--- config.mk ---
export PLATFORM = sky130hd
export DESIGN_NAME = sga_matrix_renderer
export DESIGN_NICKNAME = d
export VERILOG_FILES = /design/src/rtl/sga_render_pkg.sv /design/src/rtl/sga_row_scan.sv /design/src/rtl/sga_matrix_renderer.sv
export SDC_FILE = /design/constraint.sdc
export NUM_CORES = 1
export LEC_CHECK = 0
export CAP_MARGIN = 5
export CELL_PAD_IN_SITES_DETAIL_PLACEMENT = 1
export CELL_PAD_IN_SITES_GLOBAL_PLACEMENT = 1
export CORE_UTILIZATION = 49
export CTS_CLUSTER_SIZE = 20
export DETAILED_ROUTE_END_ITERATION = 10
export PLACE_DENSITY = 0.76
export SLEW_MARGIN = 20
export SYNTH_ARGS = -nofsm -noshare
export SYNTH_HDL_FRONTEND = slang
export SYNTH_SLANG_ARGS = --single-unit
--- constraint.sdc ---
create_clock -name clock_i -period 3.4 [get_ports clock_i]
set_clock_uncertainty 0.15 [all_clocks]
set_input_delay 0.85 -clock clock_i [delete_from_list [all_inputs] [get_ports clock_i]]
set_output_delay 0.85 -clock clock_i [all_outputs]
set_load 0.1 [all_outputs]
--- src/rtl/sga_render_pkg.sv ---
// rtl/sga_render_pkg.sv - shared sizes, capture FSM encoding and position helpers for the matrix renderer
//
// Contents:
//   ROWS, COLS, POS_W  - frame geometry and packed position width
//   cap_state_e        - capture FSM state encoding
//   pos_row / pos_col  - split a {row[5:3], col[2:0]} position
package sga_render_pkg;

    localparam int ROWS  = 8;
    localparam int COLS  = 8;
    localparam int POS_W = 6;

    typedef enum logic [1:0] {
        ST_IDLE    = 2'd0,
        ST_CAPTURE = 2'd1,
        ST_COMMIT  = 2'd2
    } cap_state_e;

    function automatic logic [2:0] pos_row(input logic [POS_W-1:0] pos);
        return pos[5:3];
    endfunction

    function automatic logic [2:0] pos_col(input logic [POS_W-1:0] pos);
        return pos[2:0];
    endfunction

endpackage

--- src/rtl/sga_row_scan.sv ---
// rtl/sga_row_scan.sv - row hold counter and row index for the multiplexed LED scan
//
// Ports:
//   clock_i, reset_n_i - clock, asynchronous active-low reset
//   row_idx_o          - row index that will be selected after the coming edge
//   row_sel_next_o     - one-hot form of row_idx_o, registered by the top
//   wrap_o             - high in the cycle whose edge moves the scan from row 7 to row 0
module sga_row_scan
    import sga_render_pkg::*;
#(
    parameter int ROW_HOLD = 50000,
    parameter int HOLD_W   = 16
) (
    input  logic            clock_i,
    input  logic            reset_n_i,
    output logic [2:0]      row_idx_o,
    output logic [ROWS-1:0] row_sel_next_o,
    output logic            wrap_o
);

    logic [HOLD_W-1:0] hold_q, hold_d;
    logic [2:0]        row_q, row_d;
    logic              advance;

    always_comb begin
        advance = (hold_q == HOLD_W'(ROW_HOLD - 1));
        hold_d  = advance ? '0 : hold_q + HOLD_W'(1);
        row_d   = advance ? row_q + 3'd1 : row_q;
    end

    always_ff @(posedge clock_i or negedge reset_n_i) begin
        if (!reset_n_i) begin
            hold_q <= '0;
            row_q  <= '0;
        end else begin
            hold_q <= hold_d;
            row_q  <= row_d;
        end
    end

    // The top registers its outputs from these, so they describe the row
    // that becomes visible on the coming edge rather than the current one.
    assign row_idx_o      = row_d;
    assign row_sel_next_o = ROWS'(1) << row_d;
    assign wrap_o         = advance && (row_q == 3'd7);

endmodule

--- src/rtl/sga_matrix_renderer.sv ---
// rtl/sga_matrix_renderer.sv - triple-buffered 8x8 snake/apple frame capture and bicolour LED row scan
//
// Ports:
//   clock_i, reset_n_i          - clock, asynchronous active-low reset
//   frame_start_i               - clear capture buffer and start a frame
//   seg_valid_i, seg_pos_i      - body segment {row, col} to mark in the capture buffer
//   apple_pos_i, frame_done_i   - end of render pass; apple sampled with frame_done_i
//   row_sel_o                   - one-hot row drive
//   col_snake_o, col_apple_o    - column data of both planes for the selected row
//   busy_o                      - capture in progress
//   frame_err_o                 - sticky: frame_done_i seen outside capture
module sga_matrix_renderer
    import sga_render_pkg::*;
#(
    parameter int ROW_HOLD = 50000,
    parameter int HOLD_W   = 16
) (
    input  logic             clock_i,
    input  logic             reset_n_i,
    input  logic             frame_start_i,
    input  logic             seg_valid_i,
    input  logic [POS_W-1:0] seg_pos_i,
    input  logic [POS_W-1:0] apple_pos_i,
    input  logic             frame_done_i,
    output logic [ROWS-1:0]  row_sel_o,
    output logic [COLS-1:0]  col_snake_o,
    output logic [COLS-1:0]  col_apple_o,
    output logic             busy_o,
    output logic             frame_err_o
);

    cap_state_e                  state_q, state_d;
    logic [ROWS-1:0][COLS-1:0]   capture_q, capture_d;
    logic [ROWS-1:0][COLS-1:0]   committed_q, committed_d;
    logic [ROWS-1:0][COLS-1:0]   displayed_q, displayed_d;
    logic [POS_W-1:0]            apple_lat_q, apple_lat_d;
    logic [POS_W-1:0]            apple_reg_q, apple_reg_d;
    logic [POS_W-1:0]            apple_disp_q, apple_disp_d;
    logic                        disp_valid_q, disp_valid_d;
    logic                        pending_q, pending_d;
    logic                        err_q, err_d;
    logic                        busy_q;
    logic [ROWS-1:0]             row_sel_q;
    logic [COLS-1:0]             col_snake_q, col_snake_d;
    logic [COLS-1:0]             col_apple_q, col_apple_d;

    logic [2:0]                  row_idx;
    logic [ROWS-1:0]             row_sel_next;
    logic                        wrap;

    sga_row_scan #(
        .ROW_HOLD (ROW_HOLD),
        .HOLD_W   (HOLD_W)
    ) u_scan (
        .clock_i        (clock_i),
        .reset_n_i      (reset_n_i),
        .row_idx_o      (row_idx),
        .row_sel_next_o (row_sel_next),
        .wrap_o         (wrap)
    );

    always_comb begin
        state_d      = state_q;
        capture_d    = capture_q;
        committed_d  = committed_q;
        displayed_d  = displayed_q;
        apple_lat_d  = apple_lat_q;
        apple_reg_d  = apple_reg_q;
        apple_disp_d = apple_disp_q;
        disp_valid_d = disp_valid_q;
        pending_d    = pending_q;
        err_d        = err_q;

        // Swap is evaluated before the FSM so a commit landing on the wrap
        // edge re-arms pending for the following scan.
        if (wrap && pending_q) begin
            displayed_d  = committed_q;
            apple_disp_d = apple_reg_q;
            disp_valid_d = 1'b1;
            pending_d    = 1'b0;
        end

        case (state_q)
            ST_IDLE: begin
                if (frame_done_i && !frame_start_i) begin
                    err_d = 1'b1;
                end
            end
            ST_CAPTURE: begin
                if (seg_valid_i) begin
                    capture_d[pos_row(seg_pos_i)][pos_col(seg_pos_i)] = 1'b1;
                end
                if (frame_done_i) begin
                    state_d     = ST_COMMIT;
                    apple_lat_d = apple_pos_i;
                end
            end
            ST_COMMIT: begin
                committed_d = capture_q;
                apple_reg_d = apple_lat_q;
                pending_d   = 1'b1;
                state_d     = ST_IDLE;
                if (frame_done_i && !frame_start_i) begin
                    err_d = 1'b1;
                end
            end
            default: state_d = ST_IDLE;
        endcase

        // frame_start overrides everything above except a commit already
        // underway, whose buffer copy was taken from capture_q.
        if (frame_start_i) begin
            capture_d = '0;
            state_d   = ST_CAPTURE;
        end

        col_snake_d = displayed_d[row_idx];
        col_apple_d = (disp_valid_d && pos_row(apple_disp_d) == row_idx)
                    ? (COLS'(1) << pos_col(apple_disp_d)) : '0;
    end

    always_ff @(posedge clock_i or negedge reset_n_i) begin
        if (!reset_n_i) begin
            state_q      <= ST_IDLE;
            capture_q    <= '0;
            committed_q  <= '0;
            displayed_q  <= '0;
            apple_lat_q  <= '0;
            apple_reg_q  <= '0;
            apple_disp_q <= '0;
            disp_valid_q <= 1'b0;
            pending_q    <= 1'b0;
            err_q        <= 1'b0;
            busy_q       <= 1'b0;
            row_sel_q    <= ROWS'(1);
            col_snake_q  <= '0;
            col_apple_q  <= '0;
        end else begin
            state_q      <= state_d;
            capture_q    <= capture_d;
            committed_q  <= committed_d;
            displayed_q  <= displayed_d;
            apple_lat_q  <= apple_lat_d;
            apple_reg_q  <= apple_reg_d;
            apple_disp_q <= apple_disp_d;
            disp_valid_q <= disp_valid_d;
            pending_q    <= pending_d;
            err_q        <= err_d;
            busy_q       <= (state_d == ST_CAPTURE);
            row_sel_q    <= row_sel_next;
            col_snake_q  <= col_snake_d;
            col_apple_q  <= col_apple_d;
        end
    end

    assign row_sel_o   = row_sel_q;
    assign col_snake_o = col_snake_q;
    assign col_apple_o = col_apple_q;
    assign busy_o      = busy_q;
    assign frame_err_o = err_q;

endmodule

# Word-level counts from Yosys, hierarchy flattened
# Index checks and enable logic that the tools add are counted.
dict set report word_totals {
  ff_bits 259
  input_bits 17
  out_inout_bits 26
  word_cells 88
}
dict set report op_classes {
  add_sub_neg 2
  magnitude_cmp 5
  eq_ne 6
  shifts 2
  muxes 20
  bitwise_logic 1
  n_reduce_logical 15
}
# cell n
set op_table {}
lappend op_table {{$mux 64} 4}
lappend op_table {{$or 64x64->64} 1}
lappend op_table {{$bmux 8 s3} 1}
lappend op_table {{$demux 8 s3} 1}
lappend op_table {{$mux 8} 3}
lappend op_table {{$add 16x1->16 const B} 1}
lappend op_table {{$eq 16x16->1 const B} 1}
lappend op_table {{$mux 16} 1}
lappend op_table {{$shl 1x3->8 const A} 2}
lappend op_table {{$lt 3x4->1 const B} 3}
lappend op_table {{$ge 3x1->1 const B} 2}
lappend op_table {{$logic_and 1x1->1} 6}
lappend op_table {{$mux 6} 1}
lappend op_table {{$reduce_and 2->1} 3}
lappend op_table {{$reduce_bool 2->1} 3}
lappend op_table {{$eq 2x1->1 const B} 2}
lappend op_table {{$mux 1} 4}
lappend op_table {{$mux 2} 2}
lappend op_table {{$pmux 2 s2} 1}
lappend op_table {{$add 3x1->3 const B} 1}
lappend op_table {{$demux 1 s3} 1}
lappend op_table {{$eq 3x3->1} 1}
lappend op_table {{$eq 3x3->1 const B} 1}
lappend op_table {{$mux 3} 1}
lappend op_table {{4 further kinds} 4}

# Logic depth before layout (Yosys ltp)
# Gate-level depths: netlist (run 1).
dict set report depth {
  word_depth 10
  depth_mapped 11
}

# Cells and area by module
# A second synthesis (run 1) with hierarchy kept.
dict set report unflattened {
  cells_unflattened 730
  area_unflattened_um2 10302.4
}
# mod n_inst cells_per_inst area_each_um2 seq_area_each_um2
set by_module_without_submodules {}
lappend by_module_without_submodules {sga_matrix_renderer 1 632 9260.1 6007.0}
lappend by_module_without_submodules {sga_row_scan 1 98 1042.2 475.5}

# Least setup slack after synthesis (run 1)
# No wires, ideal clock.
dict set report synth_path {
  kind {register to register}
  startpoint {register u_scan.hold_q[0]}
  endpoint {register col_snake_q[5], in the netlist col_snake_o[5]}
  setup_time_ns 0.132
  arrival_time_ns 2.346
  required_ns 3.118
  path_slack_ns 0.772
  stages_incl_launch_ff 11
  synth_period_minus_slack_ns 2.628
  path_cell_list {dfrtp_1 -> ha_1 -> and3_1 -> and4_4 -> buf_6 -> nand3_4 -> buf_6 -> mux2_4 -> mux2_2 -> a2111oi_1 -> nor2_1}
}
# element line
set synth_lines {}
lappend synth_lines {{start, declared} sga_row_scan.sv:21} ;# logic [HOLD_W-1:0] hold_q, hold_d;
lappend synth_lines {{start signal, assigned} sga_row_scan.sv:36} ;# hold_q <= hold_d;
lappend synth_lines {{end signal, assigned} sga_matrix_renderer.sv:151} ;# col_snake_q <= col_snake_d;
lappend synth_lines {{end, declared} sga_matrix_renderer.sv:44} ;# logic [COLS-1:0] col_snake_q, col_snake_d;

# Worst setup path after layout (run 1)
dict set report layout_path {
  startpoint {register u_scan.hold_q[0]}
  endpoint {register col_apple_q[5], in the netlist col_apple_o[5]}
}
dict set report layout_via {
  elab_chain_len 7
}
# element line
set layout_rtl {}
lappend layout_rtl {{$eq 16x16->1} sga_row_scan.sv:26} ;# advance = (hold_q == HOLD_W'(ROW_HOLD - 1));
lappend layout_rtl {{$logic_and 1x1->1} sga_row_scan.sv:45} ;# assign wrap_o = advance && (row_q == 3'd7);
lappend layout_rtl {{$logic_and 1x1->1} sga_matrix_renderer.sv:76} ;# if (wrap && pending_q) begin
lappend layout_rtl {{$mux 6} sga_matrix_renderer.sv:76}
lappend layout_rtl {{net apple_disp_d[3]} sga_matrix_renderer.sv:38} ;# logic [POS_W-1:0] apple_disp_q, apple_disp_d;
lappend layout_rtl {{$eq 3x3->1} sga_matrix_renderer.sv:118} ;# col_apple_d = (disp_valid_d && pos_row(apple_disp_d) == row_idx)
lappend layout_rtl {{$logic_and 1x1->1} sga_matrix_renderer.sv:118}
lappend layout_rtl {{$mux 8} sga_matrix_renderer.sv:119} ;# ? (COLS'(1) << pos_col(apple_disp_d)) : '0;
lappend layout_rtl {{net col_apple_d[5]} sga_matrix_renderer.sv:45} ;# logic [COLS-1:0] col_apple_q, col_apple_d;
lappend layout_rtl {{end signal, assigned} sga_matrix_renderer.sv:152} ;# col_apple_q <= col_apple_d;
lappend layout_rtl {{end, declared} sga_matrix_renderer.sv:45}
# The timed path passes the listed nets, and every way through them passes these cells.
# A chain may end at the register's enable or synchronous reset.

==> results of run 1 <==
-- metal layers --
metal | wire length [µm] | share of wire (%) | track usage (%) | vias to the layer above
met3 | 1010 | 4.1 | 3.19 | 42
met5 | 0 | 0 | 0 | -
met1 | 10600 | 43 | 33.6 | 3507
met2 | 12600 | 51 | 42.1 | 138
li1 | - | - | - | 3061
met4 | 537 | 2.2 | 6.35 | 0
-- power by group through the flow --
stage / clock, W / combinational (W) / sequential (W)
2_1_floorplan: 0 / 0.000107 / 0.00322
3_3_place_gp: 0 / 0.000235 / 0.00322
3_5_place_dp: 0 / 0.000247 / 0.00323
4_1_cts: 0.00291 / 0.000251 / 0.00317
5_1_grt: 0.00303 / 0.000273 / 0.00318
6_report: 0.00286 / 0.000244 / 0.00317
-- path summary, 6_finish.rpt --
check	depth (start not counted)	endpoint	slack, ns	from
max in group asynchronous	2	displayed_q[9]	2.04	reset_n_i
min in group clock_i	2	displayed_q[13]	0.32	displayed_q[13]
setup reg to reg	8	col_apple_o[5]	0.31	u_scan.hold_q[0]
hold / removal	1	u_scan.hold_q[12]	0.15	reset_n_i
hold reg to reg	2	displayed_q[13]	0.32	displayed_q[13]
setup / recovery	8	col_apple_o[5]	0.31	u_scan.hold_q[0]
-- cell type report --
class / count / area [µm²]
clock buffer: 44 / 810
sequential: 259 / 6480
clock inverter: 5 / 57.6
multi-input combinational: 552 / 3500
inverter: 13 / 48.8
fill: 2112 / 8480
timing repair buffer: 71 / 586
antenna: 1 / 2.50
tap: 270 / 338
-- flip-flops by register name (all words and copies together) (netlist names), 2 cells and up --
signal         count
capture_q         64
committed_q       64
displayed_q       64
u_scan.hold_q     16
col_apple_o        8
col_snake_o        8
row_sel_o          8
apple_disp_q       6
apple_lat_q        6
apple_reg_q        6
u_scan.row_q       3
state_q            2
-- worst register-to-register path, cell delays in order (launching register included) --
cell	delay, ns
dfrtp_1	0.37
ha_1	0.19
and3_1	0.27
and4_4	0.43
and3_1	0.32
mux2_2	0.38
or2_1	0.21
a221o_1	0.41
nor4_1	0.26
-- per-stage QoR --
step	area [µm²]	cells	hold WS [ns]	util (%)
2_1_floorplan	10200	868	0.275	-
3_3_place_gp	11000	1165	0.287	54.0
3_5_place_dp	11000	1165	0.304	54.0
4_1_cts	11800	1214	0.170	58.2
5_1_grt	11800	1214	0.188	58.2
6_report	11800	1215	0.146	58.2
-- kinds of logic after synthesis --
| kind of cell | share of synthesized area (%) |
|---|---|
| AOI/OAI and AO/OA | 6.47 |
| adders and majority gates | 0.368 |
| muxes | 12.6 |
| DFF | 63.5 |
| and+or+nand+nor | 13.3 |
| buffers and inverters | 2.28 |
| xor gates and xnor gates | 1.54 |
-- cell usage in the layout (no fill, tap or decap), drive strengths merged, types with 2 or more instances in the layout --
cell type / n
mux2i: 7
o22a: 2
o21ai: 4
a21o: 2
and3: 15
nor2b: 4
a2111oi: 6
nor3: 11
a21oi: 74
a22oi: 5
o21a: 2
a31oi: 3
nor3b: 5
xor2: 9
clkinv: 3
clkdlybuf4s50: 14
mux2: 107
nand2b: 4
a221oi: 5
buf: 57
ha: 3
clkbuf: 44
and3b: 3
dfrtp: 258
nor4: 2
nand2: 127
inv: 14
nor2: 109
nand3: 9
a32oi: 5
nor4b: 3
or3: 11
xnor2: 9
==> reports/metrics.csv, run 1 <==
metric,value,unit
ys.flop_type,dfrtp_1,
final_hold_viol_count,0,
synth.avg_cell_area,11.8,µm²
netlist_area,10200,µm²
die_area,21400,µm²
finalWirelength,24800,µm
combPwrFrac,3.9,%
critical_path_class,reg2reg,
die_w,146,µm
yosysTopAreaCell,dfrtp_1,
globalplace.congestion,0.775,
cp-end-kind,register,
worstPathCellList,ha_1 -> and3_1 -> and4_4 -> and3_1 -> mux2_2 -> or2_1 -> a221o_1 -> nor4_1,
layout_setup_ws,0.307,ns
cp_slowest_cell,and4_4,
netlist_top_cells_area,"dfrtp_1 (63%), mux2_2 (12%), nand2_1 (4.7%)",
start_kind,register,
antenna_found_initial,0,
area_growth_syn_to_layout,15.8,%
cp.buffers_inverters,0,
path_max_fanout,22,
drv_cap,0,
finalSetupTns,0,ns
fin_nets,944,
grt_setup_unrepaired,false,
async_flop_share,100,%
ys_types,46,
swShare,21.6,%
cts_setup_buffers,0,
power.share.clock,45.5,%
drt_iter0_drc,375,
grt_use_total,24.7,%
cpLargestDelayFamily,simple AND/OR/NAND/NOR gates,
power.leakage,6.05,nW
p_per_area,531,nW/µm²
syn-instance-count,868,
synthesis.nets,888,
hpwlAfterDp,16200,µm
io_buffers,42,
grt_pass1_vias,7426,
switching_power,0.00135,W
ir_drop,425,µV
clock_latency,0.53,ns
power.total,0.00627,W
die_height,146,µm
slew_violations,0,
synth_edf_count,0,
slowest_delay,0.42,ns
seq_power_share,50.6,%
cts_buffers,27,
worstMarginPinSlew,1.11,ns
cts-root-buf,clkbuf_16,
hold_path_class,in2async,
rows,52,
post_drt_wl_per_cell,20.4,µm
path_clk_slew,0.06,ns
status,completed,
num_io_pins,43,
grt_start_max_net_pins,85,
setup_viol,0,
grt_pass1_wl,41400,µm
fmax,0.323,GHz
cts_buffer_depth,3,
grt_overflow,0,
coreArea,20300,µm²
yosysMostFrequentCell,dfrtp_1,
ys_warn_count,0,
antenna_left,0,
period_needed,3.09,ns
power.internal,0.00492,W
synth_seq_cells,259,
yosysTopAreaCellShare,63.3,%
initial_utilization,50.3,%
vias,6748,
cp_common_cell,and3_1,
period_share,91.0,%
hold_buffers,0,
slew_headroom,26.3,%
route.detailed.drc,0,
dr.pass1.iters,4,
cts.sinks,259,
worstPathRequired,3.65,ns
h-tree-depth,1,
cts-resized-gates,0,
crit_arrival,3.35,ns
place_ws,0.256,ns
synth_commonest_cells,"dfrtp_1 (258), nand2_1 (127), nor2_1 (109), mux2_2 (105), a21oi_1 (74)",
vias_per_cell,5.55,
cts_tree,done,
drive_above_1_share,22.2,%
yosysSeqAreaShare,63.5,%
Power figures use the tool's default switching activity.
==> run 2: changes to the inputs <==
--- a/config.mk
+++ b/config.mk
@@ -5,12 +5,12 @@
 export SDC_FILE = /design/constraint.sdc
 export NUM_CORES = 1
 export LEC_CHECK = 0
-export CAP_MARGIN = 5
 export CELL_PAD_IN_SITES_DETAIL_PLACEMENT = 1
 export CELL_PAD_IN_SITES_GLOBAL_PLACEMENT = 1
 export CORE_UTILIZATION = 49
 export CTS_CLUSTER_SIZE = 20
 export DETAILED_ROUTE_END_ITERATION = 10
+export GPL_TIMING_DRIVEN = 0
 export PLACE_DENSITY = 0.76
 export SLEW_MARGIN = 20
 export SYNTH_ARGS = -nofsm -noshare
==> reports/metrics.csv, run 2 (synthesis results as in run 1) <==
metric,value,unit,change
status,completed,,
post_drt_wl_per_cell,22.3,µm,+9.3%
power.leakage,6.04,nW,-0.26%
cp.buffers_inverters,3,,+3
fillers,2099,,-0.62%
worstMarginPinSlew,1.19,ns,+0.0883 ns
cpLargestDelayFamily,simple AND/OR/NAND/NOR gates,,
clock_latency,0.53,ns,about the same
io_buffers,37,,-12%
vias,6960,,+3.1%
instances_no_fill,1230,,+1.2%
cp-end-kind,register,,
final_cell_mix,"dfrtp_1 (258), nand2_1 (127), nor2_1 (109)",,
worstPathRequired,3.62,ns,-0.03 ns
r2r_setup_slack,0.16,ns,-0.15 ns
die_height,146,µm,unchanged
globalplace.congestion,0.840,,+8.4%
layout_setup_ws,0.157,ns,-0.150 ns
coreArea,20300,µm²,unchanged
top_regs,"capture_q: 64 flops, committed_q: 64 flops, displayed_q: 64 flops",,
antenna_found_initial,1,,+1
fin_nets,958,,+1.5%
critical_path.endpoint,col_snake_o[6],,
start_kind,register,,
period_share,95.4,%,+4.4 points
final_hold_viol_count,0,,unchanged
p_per_area,546,nW/µm²,+2.8%
cts_buffers,27,,unchanged
hold_path_class,in2async,,
path_max_fanout,10,,-55%
drive_above_1_share,19.1,%,-3.2 points
route.detailed.drc,0,,unchanged
cp_slowest_cell,dfrtp_1,,
cp.depth,11,,+3
placedCellCount,1179,,+1.2%
slew_headroom,19.9,%,-6.4 points
hpwlAfterDp,18900,µm,+16%
drt_iter0_drc,393,,+4.8%
finalWirelength,27400,µm,+11%
cts_buffer_depth,3,,unchanged
h-tree-depth,1,,unchanged
crit_start,u_scan.hold_q[0],,
grt_use_total,27.1,%,+2.4 points
ir_drop,401,µV,-5.6%
grt_pass1_wl,44400,µm,+7.3%
die_area,21400,µm²,unchanged
fmax,0.308,GHz,-4.6%
reg2regPathDepth,11,,+3
cts_setup_buffers,0,,unchanged
die_w,146,µm,unchanged
place_ws,-0.185,ns,-0.441 ns
cts-root-buf,clkbuf_16,,
cts.sinks,259,,unchanged
dr.pass1.iters,5,,+1
slowest_delay,0.40,ns,-0.02 ns
crit_arrival,3.46,ns,+0.11 ns
rows,52,,unchanged
grt_setup_unrepaired,true,,
reg2reg_to,col_snake_o[6],,
antenna_left,0,,unchanged
initial_utilization,50.3,%,unchanged
slew_violations,0,,unchanged
finalSetupTns,0,ns,unchanged
grt_pass1_vias,7675,,+3.4%
utilization,59.4,%,+1.1 points
vias_per_cell,5.66,,+1.9%
drv_cap,0,,unchanged
worstPathCellList,ha_1 -> and3_1 -> and4_4 -> buf_6 -> nand3_4 -> buf_4 -> clkbuf_4 -> mux2i_1 -> o21ai_0 -> a2111oi_1 -> nor2_1,,
period_needed,3.24,ns,+0.150 ns
path_clk_slew,0.06,ns,about the same
grt_start_max_net_pins,77,,-9.4%
r2r-start,u_scan.hold_q[0],,
area_growth_syn_to_layout,18.0,%,
mostFrequentLayoutCell,dfrtp_1,,
cts_tree,done,,
critical_path_class,reg2reg,,
grt_overflow,0,,unchanged
setup_viol,0,,unchanged
num_io_pins,43,,unchanged
[run 2: cell types whose count changed in the layout (fill, tap and decap cells not counted), moves of 4 or more]
cell	delta
clkdlybuf4s50_1	+22
buf_4	-52
clkbuf_1	+28
clkbuf_2	+4
[run 2: per-stage QoR]
step / power [W] / instance area (µm²) / hold WS, ns
2_1_floorplan: 0.00333 / 10200 / 0.275
3_3_place_gp: 0.00345 / 10900 / 0.285
3_5_place_dp: 0.00348 / 11000 / 0.306
4_1_cts: 0.00663 / 12000 / 0.0723
5_1_grt: 0.00677 / 12000 / 0.0833
6_report: 0.00657 / 12000 / 0.0794
[run 2: metal layers]
metal | global-route usage, % | routed length, µm | part of all wire, %
met1 | 34.7 | 11400 | 42
met2 | 46.8 | 13900 | 51
met3 | 4.09 | 1120 | 4.1
met4 | 9.90 | 984 | 3.6
met5 | 0 | 0 | 0
[run 2: cell type report]
class	count	area (µm²)	area share (%)
Tap cell	270	338	2.80
Multi-Input combinational cell	552	3550	29.4
Sequential cell	259	6480	53.8
Clock buffer	40	815	6.76
Timing Repair Buffer	41	465	3.86
Inverter	13	48.8	0.405
Clock inverter	10	154	1.28
Antenna cell	1	2.50	0.0208
Buffer	44	195	1.62
[run 2: worst min path at each step]
stage                             endpoint  slack, ns  cells after the start
after floorplan           u_scan.hold_q[0]       0.28                      1
after global placement    u_scan.hold_q[0]       0.29                      1
after detailed placement   displayed_q[62]       0.31                      2
after CTS                 u_scan.hold_q[4]       0.07                      1
after global routing      u_scan.hold_q[2]       0.08                      1
final                     u_scan.hold_q[2]       0.08                      1
[run 2: power breakdown]
group	total (W)	leakage, nW	switching (W)	internal (W)
clock	0.00315	0.483	0.00120	0.00196
sequential	0.00317	3.56	0.0000332	0.00314
combinational	0.000252	2.00	0.000165	0.0000868
total	0.00657	6.04	0.00140	0.00518
[run 2: what timing repair did]
item,4_1_cts,5_1_grt
cloned,0,0
endpoints found under the hold margin,0,0
resized for setup,5,13
pin swaps,0,0
hold buffers,0,0
endpoints found under the setup margin,13,6
